File: config.mk
export PLATFORM = sky130hd
export DESIGN_NAME = pipeline_hazard_ctrl
export DESIGN_NICKNAME = d
export VERILOG_FILES = /design/src/rtl/pipeline_hazard_ctrl_pkg.sv /design/src/rtl/pipeline_hazard_ctrl_hdu.sv /design/src/rtl/pipeline_hazard_ctrl.sv
export SDC_FILE = /design/constraint.sdc
export NUM_CORES = 1
export LEC_CHECK = 0
export CORE_ASPECT_RATIO = 0.9
export CORE_MARGIN = 4
export CORE_UTILIZATION = 45
export DETAILED_ROUTE_END_ITERATION = 10
export HOLD_SLACK_MARGIN = 0.15
export PLACE_DENSITY = 0.81
export REMOVE_ABC_BUFFERS = 1
export SYNTH_ARGS = -nofsm -noshare
export SYNTH_HDL_FRONTEND = slang
export SYNTH_SLANG_ARGS = --single-unit
File: constraint.sdc
create_clock -name CLK -period 5.24 [get_ports CLK]
set_input_delay 0.786 -clock CLK [delete_from_list [all_inputs] [get_ports CLK]]
set_output_delay 0.786 -clock CLK [all_outputs]
set_load 0.01 [all_outputs]
File: src/rtl/pipeline_hazard_ctrl_pkg.sv
// Shared CPU package: hazard-controller state encoding and pipeline depth constants.
package pipeline_hazard_ctrl_pkg;

    // Register-file address width (32 architectural registers)
    localparam int REG_ADDR_W = 5;

    // Edges needed for an instruction in ID to reach WB (ID->EX->MEM->WB)
    localparam int DRAIN_CYCLES_DEFAULT = 3;

    typedef enum logic [1:0] {
        ST_RUN      = 2'd0,
        ST_MEM_WAIT = 2'd1,
        ST_DRAIN    = 2'd2,
        ST_HALTED   = 2'd3
    } hz_state_e;

endpackage

File: src/rtl/pipeline_hazard_ctrl_hdu.sv
// Load-use detector: a load in EX whose destination feeds a source read in ID.
module hazard_detect_unit
    import pipeline_hazard_ctrl_pkg::*;
(
    input  logic [REG_ADDR_W-1:0] rs_id,
    input  logic [REG_ADDR_W-1:0] rt_id,
    input  logic                  use_rs_id,
    input  logic                  use_rt_id,
    input  logic [REG_ADDR_W-1:0] rd_ex,
    input  logic                  memread_ex,
    input  logic                  rwren_ex,
    output logic                  load_use
);

    logic rs_match;
    logic rt_match;

    // Register 0 is hardwired to zero, so a load targeting it never creates a dependency
    always_comb begin
        rs_match = use_rs_id & (rs_id == rd_ex);
        rt_match = use_rt_id & (rt_id == rd_ex);
        load_use = memread_ex & rwren_ex & (rd_ex != '0) & (rs_match | rt_match);
    end

endmodule

File: src/rtl/pipeline_hazard_ctrl.sv
// Pipeline hazard controller: stalls, bubbles and halt drain for a 5-stage pipeline.
// Outputs are combinational so the stage registers see them before the same negedge.
module pipeline_hazard_ctrl
    import pipeline_hazard_ctrl_pkg::*;
#(
    parameter int DRAIN_CYCLES = DRAIN_CYCLES_DEFAULT,
    parameter int CNT_W        = 16
) (
    input  logic                  CLK,
    input  logic                  RST,
    input  logic [REG_ADDR_W-1:0] rs_id,
    input  logic [REG_ADDR_W-1:0] rt_id,
    input  logic                  use_rs_id,
    input  logic                  use_rt_id,
    input  logic [REG_ADDR_W-1:0] rd_ex,
    input  logic                  memread_ex,
    input  logic                  rwren_ex,
    input  logic                  redirect_mem,
    input  logic                  halt_id,
    input  logic                  mem_busy,
    output logic                  wen_pc,
    output logic                  wen_ifid,
    output logic                  wen_idex,
    output logic                  wen_exmem,
    output logic                  wen_memwb,
    output logic                  flush_ifid,
    output logic                  flush_idex,
    output logic                  flush_exmem,
    output logic                  halted,
    output logic [CNT_W-1:0]      stall_cnt
);

    // Drain counter only ever holds values up to DRAIN_CYCLES-1
    localparam int DCNT_W = (DRAIN_CYCLES > 2) ? $clog2(DRAIN_CYCLES) : 1;
    localparam logic [DCNT_W-1:0] DRAIN_LOAD = DCNT_W'((DRAIN_CYCLES > 1) ? DRAIN_CYCLES - 1 : 0);

    hz_state_e          state_q, state_d;
    logic [DCNT_W-1:0]  dcnt_q, dcnt_d;
    logic [CNT_W-1:0]   stall_cnt_q, stall_cnt_d;

    logic load_use;
    logic hold_all;
    logic hold_front;
    logic fl_ifid, fl_idex, fl_exmem;
    logic any_act;

    function automatic logic [CNT_W-1:0] sat_inc(input logic [CNT_W-1:0] v);
        return (&v) ? v : v + CNT_W'(1);
    endfunction

    hazard_detect_unit u_hdu (
        .rs_id      (rs_id),
        .rt_id      (rt_id),
        .use_rs_id  (use_rs_id),
        .use_rt_id  (use_rt_id),
        .rd_ex      (rd_ex),
        .memread_ex (memread_ex),
        .rwren_ex   (rwren_ex),
        .load_use   (load_use)
    );

    // Next-state and hold/flush decode; priority mem_busy > redirect > load-use > halt
    always_comb begin
        state_d    = state_q;
        dcnt_d     = dcnt_q;
        hold_all   = 1'b0;
        hold_front = 1'b0;
        fl_ifid    = 1'b0;
        fl_idex    = 1'b0;
        fl_exmem   = 1'b0;
        case (state_q)
            ST_HALTED: begin
                hold_all = 1'b1;
            end
            ST_DRAIN: begin
                if (mem_busy) begin
                    hold_all = 1'b1;
                end else if (redirect_mem) begin
                    // A redirect means the halt was on a squashed path: cancel it
                    fl_ifid  = 1'b1;
                    fl_idex  = 1'b1;
                    fl_exmem = 1'b1;
                    state_d  = ST_RUN;
                    dcnt_d   = '0;
                end else begin
                    // Halt is already past ID; keep bubbling behind it until it reaches WB
                    hold_front = 1'b1;
                    fl_idex    = 1'b1;
                    if (dcnt_q <= DCNT_W'(1)) begin
                        state_d = ST_HALTED;
                        dcnt_d  = '0;
                    end else begin
                        dcnt_d = dcnt_q - DCNT_W'(1);
                    end
                end
            end
            default: begin
                // RUN, and MEM_WAIT once memory is ready, share the same decode
                if (mem_busy) begin
                    hold_all = 1'b1;
                    state_d  = ST_MEM_WAIT;
                end else begin
                    state_d = ST_RUN;
                    if (redirect_mem) begin
                        fl_ifid  = 1'b1;
                        fl_idex  = 1'b1;
                        fl_exmem = 1'b1;
                    end else if (load_use) begin
                        hold_front = 1'b1;
                        fl_idex    = 1'b1;
                    end else if (halt_id) begin
                        hold_front = 1'b1;
                        if (DRAIN_CYCLES <= 1) begin
                            state_d = ST_HALTED;
                        end else begin
                            state_d = ST_DRAIN;
                            dcnt_d  = DRAIN_LOAD;
                        end
                    end
                end
            end
        endcase
    end

    // Outputs forced inactive while reset is held, regardless of the inputs
    always_comb begin
        wen_pc      = RST & (hold_all | hold_front);
        wen_ifid    = RST & (hold_all | hold_front);
        wen_idex    = RST & hold_all;
        wen_exmem   = RST & hold_all;
        wen_memwb   = RST & hold_all;
        flush_ifid  = RST & fl_ifid;
        flush_idex  = RST & fl_idex;
        flush_exmem = RST & fl_exmem;
        halted      = RST & (state_q == ST_HALTED);
        stall_cnt   = stall_cnt_q;
        any_act     = wen_pc | wen_ifid | wen_idex | wen_exmem | wen_memwb |
                      flush_ifid | flush_idex | flush_exmem;
        stall_cnt_d = any_act ? sat_inc(stall_cnt_q) : stall_cnt_q;
    end

    // State, drain counter and stall counter advance on the same negedge as the stage registers
    always_ff @(negedge CLK or negedge RST) begin
        if (!RST) begin
            state_q     <= ST_RUN;
            dcnt_q      <= '0;
            stall_cnt_q <= '0;
        end else begin
            state_q     <= state_d;
            dcnt_q      <= dcnt_d;
            stall_cnt_q <= stall_cnt_d;
        end
    end

endmodule

# After elaboration in Yosys (flattened, before gate mapping)
# Index checks and enable logic that the tools add are counted.
# word_totals
ff_bits	20
in_bits	24
output_inout_bits	25
wordCells	74
# classes
add_sub_neg	2
magnitude_cmp	1
n_eq_ne	8
n_mux	33
n_bitwise	21
reduce_logical	6
# ops
operator	count
two-way mux 2 bit	14
adder 16 x 1 -> 16 bit, second input constant	1
AND reduction 16 bit	1
two-way mux 1 bit	15
bitwise AND 1 bit	10
equality test 5 bit	2
bitwise OR 1 bit	8
one-hot mux 2 bit (2 select lines)	2
AND reduction 5 bit	1
nonzero test 5 bit	1
equality test 2 bit, second input constant	2
!= test 2 x 1 -> 1 bit, second input constant	2
one-hot mux 1 bit (2 select lines)	2
!= test 3 bit, second input constant	1
NOT 1 bit	3
AND reduction 3 bit	1
less-or-equal comparator 2 x 1 -> 1 bit, second input constant	1
!= test 2 bit, second input constant	1
AND reduction 2 bit	1
nonzero test 2 bit	1
subtractor 2 x 1 -> 2 bit, second input constant	1

# Longest topological paths before layout
# Gate-level depths: netlist of run 1.
# logic_depth
word_depth	17
depth_mapped	8
depth_no_buf	7

# By module
# A second synthesis of run 1 with hierarchy kept.
# unflattened
hier_cells	118
hier_area_um2	1237.4
# modules_own_cells
module	n_inst	cells_each	area_each_um2	seq_area_each_um2
pipeline_hazard_ctrl	1	101	1102.3	500.5
hazard_detect_unit	1	17	135.1	0.0

==> metrics.md, run 1 <==
| Metric | Value |
|---|---|
| Initial Util | `around 48%` |
| Post-synthesis compound-gate area fraction | `10.14%` |
| Leading cell type in the layout, fill and taps excluded | `clkdlybuf4s50_1` |
| Synth Register Bits | `20` |
| Final WL | `around 3700 um` |
| Maximum VDD drop | `0.2637 mV` |
| PwrDens | `between 300 and 400 nW/um^2` |
| Crit path from | `rd_ex[1]` |
| 1st-iter DRT viols | `~100` |
| EDFF count, synth | `0` |
| IO Port Bufs | `48` |
| Tot Pwr | `approximately 630 uW` |
| Fill count | `~230` |
| CTS tree | `done` |
| Die area | `between 3000 and 4000 sq um` |
| Required time of the worst setup path | `roughly 2.8 ns` |
| Worst-Margin Slew | `approximately 0.39 ns` |
| Num CTS Buffers | `3` |
| Grt ovf | `0` |
| Root Driver | `clkbuf_4` |
| DRC errors left | `0` |
| Worst Path Arrival | `2.68 ns` |
| Yosys warnings | `0` |
| Routed Antenna Nets | `0` |
| Placer Congestion | `0.8021` |
| Post-synthesis adder-cell area fraction | `less than 1%` |
| Core Area | `approximately 2800 sq um` |
| Hpwl dp | `around 2700 um` |
| Reg2Reg Launch Point | `stall_cnt[0]` |
| Ys flop type | `dfrtn_1` |
| Reg clk slew, reported paths | `0.07 ns` |
| Syn-to-layout area delta | `48.81%` |
| Cell count after placement | `around 240` |
| Multiplexer share of the synthesized area | `under 10%` |
| Maxcap violations | `0` |
| WL/cell | `between 15 and 20 um` |
| Async S/R FF share, synth | `between 90% and 100%` |
| Die width | `65.09 um` |
| CP Class | `input pin to flop` |
| Antenna cells | `0` |
| Worst-skew pair later-pin latency | `about 0.3 ns` |
| Routed via count | `about 1,300` |
| Clk_skew | `between 0.01 and 0.015 ns` |
| Worst slew margin | `around three quarters` |
| Peak fanout along the critical path | `4` |
| Mapped Avg Cell Area | `around 9.4 sq um` |
| Final #Nets | `approximately 230` |
| Final cell count without fillers | `243` |
| Worst Hold Class | `flop to flop` |
| Sink Count | `20` |
| Share of cells above drive strength 1 | `16.26%` |
| XOR/XNOR Fraction of Synth Area | `between 15 and 20%` |
| Leak | `around 0.91 nW` |
| Worst setup SP type | `input pin` |
| # rows | `18` |
| Share of the yosys chip area belonging to registers | `approximately 38%` |
| Boundary Pins | `49` |
| Most frequent cells in the layout | `clkdlybuf4s50_1, dfrtn_1, nor2_1, buf_4, nand2_1` |
| Synthesized instance count | `~140` |
| GR Util All Layers | `between 10% and 20%` |
| Die height | `between 50 and 60 um` |
| CP endpoint kind | `flop` |
| Max clock buf depth | `2` |
| Initial antenna violation count | `0` |
| Drt via density | `5.370` |
| Hold WS | `0.4670 ns` |
| Hold_buf cts | `0` |
| RSZ-0062 raised after global routing | `false` |
| Largest net degree at the start of global routing | `21` |
| Number of H-tree levels | `1` |
| Post-synth cell types | `35` |
| Outcome | `complete, no violations` |
| Simple-gate share of the synthesized area | `24.36%` |
| Largest family of logic cells by synthesized area | `simple AND/OR/NAND/NOR gates` |
| Worst hold start | `stall_cnt[13]` |
| Final Hold Vio Count | `0` |
| Vias in the first global route | `1,299` |
| Setup violators final | `0` |
| DRT Pass-1 Iters | `5` |
| Setup TNS | `0 ns` |
| Cell area after synthesis | `1320 sq um` |
| First-pass GRT wire length | `between 5000 and 6000 um` |
| Slew Limit Fails | `0` |
[per-layer routing]
metal | vias up | routed length [um] | track usage (%)
met5 | - | 0 | 0
met4 | 0 | 32 | 6.805
met3 | 4 | 332 | 5.123
met2 | 61 | 1802 | 33.97
met1 | 621 | 1536 | 23.33
li1 | 619 | - | -
[power by group]
| group | switching, mW | internal (mW) | total, mW |
|---|---|---|---|
| Combinational | 0.113 | 0.141 | 0.255 |
| Clock | 0.0502 | 0.0773 | 0.128 |
| Sequential | 0.0497 | 0.193 | 0.243 |
| Total | 0.213 | 0.412 | 0.625 |
[path summary, 6_finish.rpt]
check / to / slack [ns] / cells after the start
setup / recovery: stall_cnt[11] / 0.07 / 8
hold / removal: stall_cnt[13] / 0.47 / 1
setup reg to reg: stall_cnt[11] / 3.04 / 8
hold reg to reg: stall_cnt[13] / 0.47 / 1
max in group asynchronous: stall_cnt[2] / 1.55 / 2
min in group asynchronous: stall_cnt[14] / 3.40 / 2
[Yosys cell counts (all sizes together) (3+ instances only)]
cell type	count	area (sq um)
dfrtn	20	500.5
nor2	18	67.56
nand2	14	52.55
nand3	12	60.06
xor2	12	105.1
xnor2	11	96.34
nand4	7	43.79
buf	6	48.80
nor3	5	25.02
a21oi	4	31.28
and3	3	18.77
inv	3	11.26
mux2	3	33.78
[critical path: stages]
cell and delay [ns]:
clkdlybuf4s50_1 0.44, or4_4 0.56, o211ai_1 0.20, nor2_1 0.11, a21oi_4 0.22, buf_4 0.16, nor4_2 0.05, xor2_1 0.16
[state kept, by name, indices dropped and copies added (netlist names)]
| signal | cells |
|---|---|
| dcnt_q | 2 |
| stall_cnt | 16 |
| state_q | 2 |
[cells by family (layout without fill, tap and decap cells)]
logic type	after synthesis	count (layout)
simple gates	66	66
buf+inv	11	73
fa+ha+maj	1	1
mux	4	4
flops	20	20
compound gates	16	16
xor+xnor	23	23
[per-stage QoR]
| stage | setup WS (ns) | util, % | area [sq um] |
|---|---|---|---|
| after floorplan | 0.2325 | - | 1225 |
| after global placement | -0.1764 | 67.43 | 1868 |
| after detailed placement | -0.2436 | 67.43 | 1868 |
| after CTS | 0.009315 | 69.87 | 1936 |
| after global routing | 0.001592 | 70.91 | 1964 |
| final | 0.06753 | 70.91 | 1964 |
[cell type report]
class / instances / area [sq um] / share of cell area (%)
clock buffers: 3 / 22.52 / 1.146
well taps: 40 / 50.05 / 2.548
clock inverters: 1 / 30.03 / 1.529
inverters: 3 / 11.26 / 0.5732
flip-flops and latches: 20 / 500.5 / 25.48
multi-input cells: 110 / 728.2 / 37.07
repair buffers: 66 / 621.8 / 31.66
[timing repair]
action	4_1_cts	5_1_grt
resized for setup	4	6
setup endpoints to repair	7	7
endpoints found under the hold margin	0	0
setup buffers	2	1
pin swaps	0	0
No activity file was read; power rests on OpenSTA's default activity.
==> run 2, diff against run 1 <==
--- a/config.mk
+++ b/config.mk
@@ -6,11 +6,11 @@
 export NUM_CORES = 1
 export LEC_CHECK = 0
 export CORE_ASPECT_RATIO = 0.9
-export CORE_MARGIN = 4
-export CORE_UTILIZATION = 45
+export CORE_MARGIN = 3
+export CORE_UTILIZATION = 40
 export DETAILED_ROUTE_END_ITERATION = 10
 export HOLD_SLACK_MARGIN = 0.15
-export PLACE_DENSITY = 0.81
+export PLACE_DENSITY = 0.76
 export REMOVE_ABC_BUFFERS = 1
 export SYNTH_ARGS = -nofsm -noshare
 export SYNTH_HDL_FRONTEND = slang
==> constraint.sdc (replaced) <==
create_clock -name CLK -period 4.5 [get_ports CLK]
set_input_delay 0.675 -clock CLK [delete_from_list [all_inputs] [get_ports CLK]]
set_output_delay 0.675 -clock CLK [all_outputs]
set_load 0.01 [all_outputs]
==> run 2 against run 1 <==
- critical path depth rose by 1
- combinational power up 20%
- via count shrank 4.1%
- worst hold slack got worse by 0.014 ns
- sequential share of layout area decreased by 0.76 points
- clock power rose by 7%
- non-clock buffer count up 3
- register-to-register slack worse by 0.92 ns
- clock skew is 0.0076 ns lower
- routed wire length shrank 3.6%
- highest routed layer unchanged
==> metrics.md, run 2 (synthesis gave the netlist of run 1 again) <==
| Metric | Value |
|---|---|
| Peak fanout along the critical path | `7 (+3)` |
| Root Driver | `clkbuf_8` |
| Final WL | `3571 um (-3.6%)` |
| Sink Count | `20 (unchanged)` |
| Sw Ratio | `35.10% (+1.0 points)` |
| DRT Pass-1 Iters | `5 (unchanged)` |
| Outcome | `complete, no violations` |
| Worst Hold Class | `flop to flop` |
| Max reg flops | `16 (unchanged)` |
| Final core occ | `65.01% (-5.9 points)` |
| Required time of the worst setup path | `2.36 ns (-0.39 ns)` |
| Core Area | `3114 sq um (+12%)` |
| Largest net degree at the start of global routing | `13 (-38%)` |
| Maxcap violations | `0 (unchanged)` |
| Routed via count | `1,251 (-4.1%)` |
| CTS tree | `done` |
| Fill count | `233 (+2.2%)` |
| Clk_skew | `0.004088 ns (-0.007608 ns)` |
| Worst hold start | `dcnt_q[1]` |
| Antenna cells | `0 (unchanged)` |
| Leading cell type in the layout, fill and taps excluded | `clkdlybuf4s50_1` |
| 1st-iter DRT viols | `72 (-30%)` |
| Worst slew margin | `67.99% (-5.9 points)` |
| CP Class | `input pin to flop` |
| GR Util All Layers | `18.12% (-1.3 points)` |
| Worst Hold End | `dcnt_q[1]` |
| Worst setup SP type | `input pin` |
| Vias in the first global route | `1,267 (-2.5%)` |
| Final #Nets | `232 (+1.3%)` |
| Reg clk slew, reported paths | `0.05 ns (-0.02 ns)` |
| Slew Limit Fails | `0 (unchanged)` |
| Final Hold Vio Count | `0 (unchanged)` |
| Die height | `60.50 um (+1.9%)` |
| WL/cell | `14.40 um (-5.5%)` |
| Die area | `4027 sq um (+4.2%)` |
| Placer Congestion | `0.8845 (+10%)` |
| Share of cells above drive strength 1 | `22.33% (+6.1 points)` |
| Worst-skew pair later-pin latency | `0.27 ns (-0.03 ns)` |
| First-pass GRT wire length | `5630 um (-4.0%)` |
| Worst-Margin Slew | `0.4740 ns (+0.08799 ns)` |
| Die width | `66.56 um (+2.3%)` |
| Most frequent cells in the layout | `clkdlybuf4s50_1, dfrtn_1, buf_4` |
| Num CTS Buffers | `3 (unchanged)` |
| Number of H-tree levels | `1 (unchanged)` |
| Initial antenna violation count | `0 (unchanged)` |
| Sequential share of power | `38.6% (-0.3 points)` |
| Setup violators final | `0 (unchanged)` |
| Clk pwr share | `19.0% (-1.4 points)` |
| Maximum VDD drop | `0.3160 mV (+20%)` |
| Hold path cells | `2 (+1)` |
| Grt ovf | `0 (unchanged)` |
| Drt via density | `5.044 (-6.1%)` |
| Part of the power in combinational logic | `42.4% (+1.7 points)` |
| Initial Util | `42.39% (-5.3 points)` |
| Syn-to-layout area delta | `53.36%` |
| Boundary Pins | `49 (unchanged)` |
| Leak | `0.9921 nW (+8.9%)` |
| DRC errors left | `0 (unchanged)` |
| RR Endpoint | `stall_cnt[11]` |
| Routed Antenna Nets | `0 (unchanged)` |
| Sw power | `253.0 uW (+19%)` |
| CP endpoint kind | `flop` |
| # rows | `19 (+1)` |
| Worst Path Arrival | `2.31 ns (-0.37 ns)` |
| Hold_buf cts | `0 (unchanged)` |
| Hpwl dp | `2595 um (-5.6%)` |
| Worst reg-to-reg path cell count | `8 (unchanged)` |
| Reg2Reg Setup Slack | `2.12 ns (-0.92 ns)` |
| Max clock buf depth | `2 (unchanged)` |
| Tot Pwr | `720.6 uW (+15%)` |
| Reg2Reg Launch Point | `stall_cnt[0]` |
| IO Port Bufs | `48 (unchanged)` |
| Pint | `467.7 uW (+13%)` |
| PwrDens | `356.0 nW/um^2 (+12%)` |
-- run 2: cell count changes in the layout (fill, tap and decap cells not counted), sizes merged --
cell,delta
buf,+3
bufinv,-1
dlymetal6s2s,+6
clkdlybuf4s50,-17
clkdlybuf4s15,+2
clkbuf,+6
dlygate4sd2,+4
-- run 2: area by class of cell --
| cell class | count | area, sq um | area share [%] |
|---|---|---|---|
| well taps | 42 | 52.55 | 2.596 |
| inverters | 3 | 11.26 | 0.5562 |
| repair buffers | 69 | 640.6 | 31.64 |
| flip-flops and latches | 20 | 500.5 | 24.72 |
| multi-input cells | 110 | 764.5 | 37.76 |
| clock buffers | 4 | 55.05 | 2.719 |
-- run 2: metrics by stage --
stage	TNS (ns)	hold slack (ns)	setup slack (ns)	std cells	cell area [sq um]
6_report	0	0.4534	0.04729	248	2024
4_1_cts	0	0.4604	0.002080	247	1974
2_1_floorplan	-0.02654	0.4243	-0.02654	133	1225
3_3_place_gp	-7.236	0.4553	-0.4941	240	1886
3_5_place_dp	-8.031	0.4604	-0.5460	240	1886
5_1_grt	-0.04763	0.4933	-0.04763	248	2024
-- run 2: repair_timing --
action,4_1_cts,5_1_grt
gates cloned,0,0
setup buffers,3,1
pin swaps,9,19
hold endpoints to repair,0,0
setup endpoints to repair,24,19
resized for setup,20,30
-- run 2: routing by layer --
| layer | vias up | routed length [um] | global-route usage (%) |
|---|---|---|---|
| met2 | 49 | 1612 | 29.94 |
| met5 | - | 0 | 0 |
| met1 | 578 | 1642 | 22.86 |
| li1 | 620 | - | - |
| met3 | 4 | 283 | 4.444 |
| met4 | 0 | 32 | 7.536 |
-- run 2: worst max-delay path by stage --
stage,to,slack (ns),cells after the start,start
floorplan,stall_cnt[1],-0.03,5,rd_ex[1]
global placement,stall_cnt[6],-0.49,8,rd_ex[1]
detailed placement,stall_cnt[6],-0.55,8,rd_ex[1]
CTS,stall_cnt[14],0.002,7,rs_id[3]
global route,stall_cnt[11],-0.05,9,rt_id[3]
finish,stall_cnt[11],0.05,9,rt_id[3]
-- run 2: worst max-delay path, stage by stage --
cell	delay (ns)
clkdlybuf4s50_1	0.47
xnor2_1	0.13
nand2_1	0.10
o22ai_2	0.17
buf_4	0.16
a21oi_4	0.08
buf_4	0.15
nor4_2	0.27
xor2_1	0.10
-- run 2: power groups by stage --
stage | Sequential [mW] | Clock (mW) | Combinational, mW
final | 0.278 | 0.137 | 0.305
after global placement | 0.274 | 0 | 0.297
after CTS | 0.276 | 0.140 | 0.301
after global routing | 0.285 | 0.147 | 0.334
after detailed placement | 0.277 | 0 | 0.302
after floorplan | 0.289 | 0 | 0.119
==> run 3, diff against run 2 <==
--- a/config.mk
+++ b/config.mk
@@ -5,9 +5,9 @@
 export SDC_FILE = /design/constraint.sdc
 export NUM_CORES = 1
 export LEC_CHECK = 0
-export CORE_ASPECT_RATIO = 0.9
 export CORE_MARGIN = 3
 export CORE_UTILIZATION = 40
+export CTS_CLUSTER_DIAMETER = 150
 export DETAILED_ROUTE_END_ITERATION = 10
 export HOLD_SLACK_MARGIN = 0.15
 export PLACE_DENSITY = 0.76
==> run 3 against run 2 <==
- the flow now finishes with violations (setup timing)
- setup slack lost 0.048 ns
- worst hold slack gained 0.016 ns
- clock skew grew 0.0015 ns
- design area shrank 1.3%
- global-route usage shrank 0.18 points
- die area is essentially flat
- largest cell class unchanged
- largest power group unchanged
- highest routed layer is now met3
==> metrics.md, run 3 (synthesis gave the netlist of run 1 again) <==
| Metric | Value |
|---|---|
| Outcome | `finished, violations left` |
| Violated checks | `setup timing` |
| DRT Pass-1 Iters | `4 (-1)` |
| Leak | `0.9179 nW (-7.5%)` |
| Die height | `63.45 um (+4.9%)` |
| Antenna cells | `0 (unchanged)` |
| Worst path cell trace | `clkdlybuf4s50_1, xnor2_1, nand4_1, o22ai_2, a41oi_2, nor3b_2, mux2_4` |
| Boundary Pins | `49 (unchanged)` |
| Worst-Margin Slew | `0.4337 ns (-0.04024 ns)` |
| Hold_buf cts | `0 (unchanged)` |
| CP max stage delay | `0.48 ns (about the same)` |
| Core Area | `3103 sq um (-0.36%)` |
| Post-route worst setup slack | `-0.0003526 ns (-0.04764 ns)` |
| Reg clk slew, reported paths | `0.08 ns (+0.03 ns)` |
| First-pass GRT wire length | `5927 um (+5.3%)` |
| Die area | `4025 sq um (about the same)` |
| IO Port Bufs | `48 (unchanged)` |
| Worst Path Arrival | `2.40 ns (+0.09 ns)` |
| Slew Limit Fails | `0 (unchanged)` |
| Largest net degree at the start of global routing | `15 (+2)` |
| CP endpoint kind | `flop` |
| Final Hold Vio Count | `0 (unchanged)` |
| Final #Nets | `228 (-1.7%)` |
| Routed Antenna Nets | `0 (unchanged)` |
| Setup violators final | `1 (+1)` |
| Required time of the worst setup path | `2.40 ns (+0.04 ns)` |
| DRC errors left | `0 (unchanged)` |
| Share of cells above drive strength 1 | `20.30% (-2.0 points)` |
| CP Class | `input pin to flop` |
| Peak fanout along the critical path | `3 (-4)` |
| Sink Count | `20 (unchanged)` |
| Worst Hold Class | `flop to flop` |
| Most frequent cells in the layout | `clkdlybuf4s50_1, dfrtn_1, nor2_1` |
| Multi-input logic area | `773.2 sq um (+1.1%)` |
| Maxcap violations | `0 (unchanged)` |
| Worst slew margin | `70.71% (+2.7 points)` |
| PwrDens | `362.7 nW/um^2 (+1.9%)` |
| Worst-skew pair later-pin latency | `0.30 ns (+0.03 ns)` |
| RSZ-0062 raised after global routing | `true` |
| GR Util All Layers | `17.94% (-0.18 points)` |
| Final WL | `3649 um (+2.2%)` |
| Drt via density | `5.179 (+2.7%)` |
| Initial antenna violation count | `0 (unchanged)` |
| Hold WS | `0.4696 ns (+0.01623 ns)` |
| Root Driver | `clkbuf_4` |
| Hpwl dp | `2821 um (+8.7%)` |
| 1st-iter DRT viols | `47 (-35%)` |
| Routed via count | `1,274 (+1.8%)` |
| Fill count | `283 (+21%)` |
| Syn-to-layout area delta | `51.37%` |
| Storage cell area | `500.5 sq um (unchanged)` |
| WL/cell | `14.83 um (+3.0%)` |
| Max clock buf depth | `2 (unchanged)` |
| # rows | `20 (+1)` |
| Maximum VDD drop | `0.2734 mV (-13%)` |
| Num CTS Buffers | `3 (unchanged)` |
| Grt ovf | `0 (unchanged)` |
| Critical path's slowest cell | `clkdlybuf4s50_1` |
| Worst setup SP type | `input pin` |
| Setup TNS | `-0.0003526 ns (-0.0003526 ns)` |
| Max reg flops | `16 (unchanged)` |
| CTS tree | `done` |
| Tot Pwr | `724.7 uW (+0.56%)` |
| Number of H-tree levels | `1 (unchanged)` |
| Placer Congestion | `0.8649 (-2.2%)` |
| Initial Util | `42.54% (+0.15 points)` |
| Clk_skew | `0.005551 ns (+0.001463 ns)` |
| Die width | `63.45 um (-4.7%)` |
| Final core occ | `64.40% (-0.61 points)` |
| Leading cell type in the layout, fill and taps excluded | `clkdlybuf4s50_1` |
| Vias in the first global route | `1,336 (+5.4%)` |
[run 3: changes by cell type in the layout (fill, tap and decap cells not counted), sizes merged]
| cell | delta |
|---|---|
| buf | -3 |
| bufinv | +1 |
| clkbuf | -3 |
| clkdlybuf4s15 | +2 |
| clkdlybuf4s50 | +8 |
| dlygate4sd2 | -2 |
| dlymetal6s2s | -7 |
[run 3: routing by layer]
metal	routed length [um]	track usage, %	share of wire (%)
met1	1573	21.25	43
met2	1911	33.38	52
met3	163	3.387	4.5
met4	0	3.504	0
met5	0	0	0
[run 3: layout make-up]
cell class	instances	area share [%]
clock buffer	3	1.127
clock inverter	1	1.503
inverter	3	0.5636
multi-input combinational	110	38.70
sequential	20	25.05
tap	44	2.755
timing repair buffer	65	30.31
[run 3: worst max-delay path: cells and delay by family]
family	cells	cell delay [ns]
mux	1	0.32
buf+inv	1	0.48
xor+xnor	1	0.12
compound gates	2	0.42
simple gates	2	0.39
[run 3: worst paths after layout]
check / from / to / slack (ns) / depth (start not counted)
max: rs_id[3] / stall_cnt[14] / -0.0004 / 7
min: stall_cnt[5] / stall_cnt[5] / 0.47 / 1
max reg2reg: stall_cnt[0] / stall_cnt[1] / 2.27 / 6
min reg2reg: stall_cnt[5] / stall_cnt[5] / 0.47 / 1
max in group asynchronous: RST / stall_cnt[1] / 1.35 / 2
min in group asynchronous: RST / stall_cnt[11] / 2.96 / 2
[run 3: where the power goes]
part / internal [mW] / switching (mW)
combinational: 0.158 / 0.145
clock: 0.0901 / 0.0575
sequential: 0.225 / 0.0490
[run 3: what timing repair did]
action,in CTS,in global routing
buffers inserted,0,2
pin swaps,2,7
setup endpoints to repair,26,16
resized for setup,18,22
cloned,0,0
[run 3: per-stage QoR]
stage | instances | cell area (sq um) | setup slack [ns]
5_1_grt | 246 | 1998 | -0.08846
2_1_floorplan | 133 | 1225 | -0.02654
3_3_place_gp | 240 | 1886 | -0.5111
3_5_place_dp | 240 | 1886 | -0.6056
4_1_cts | 244 | 1949 | -0.03975
6_report | 246 | 1998 | -0.0003526
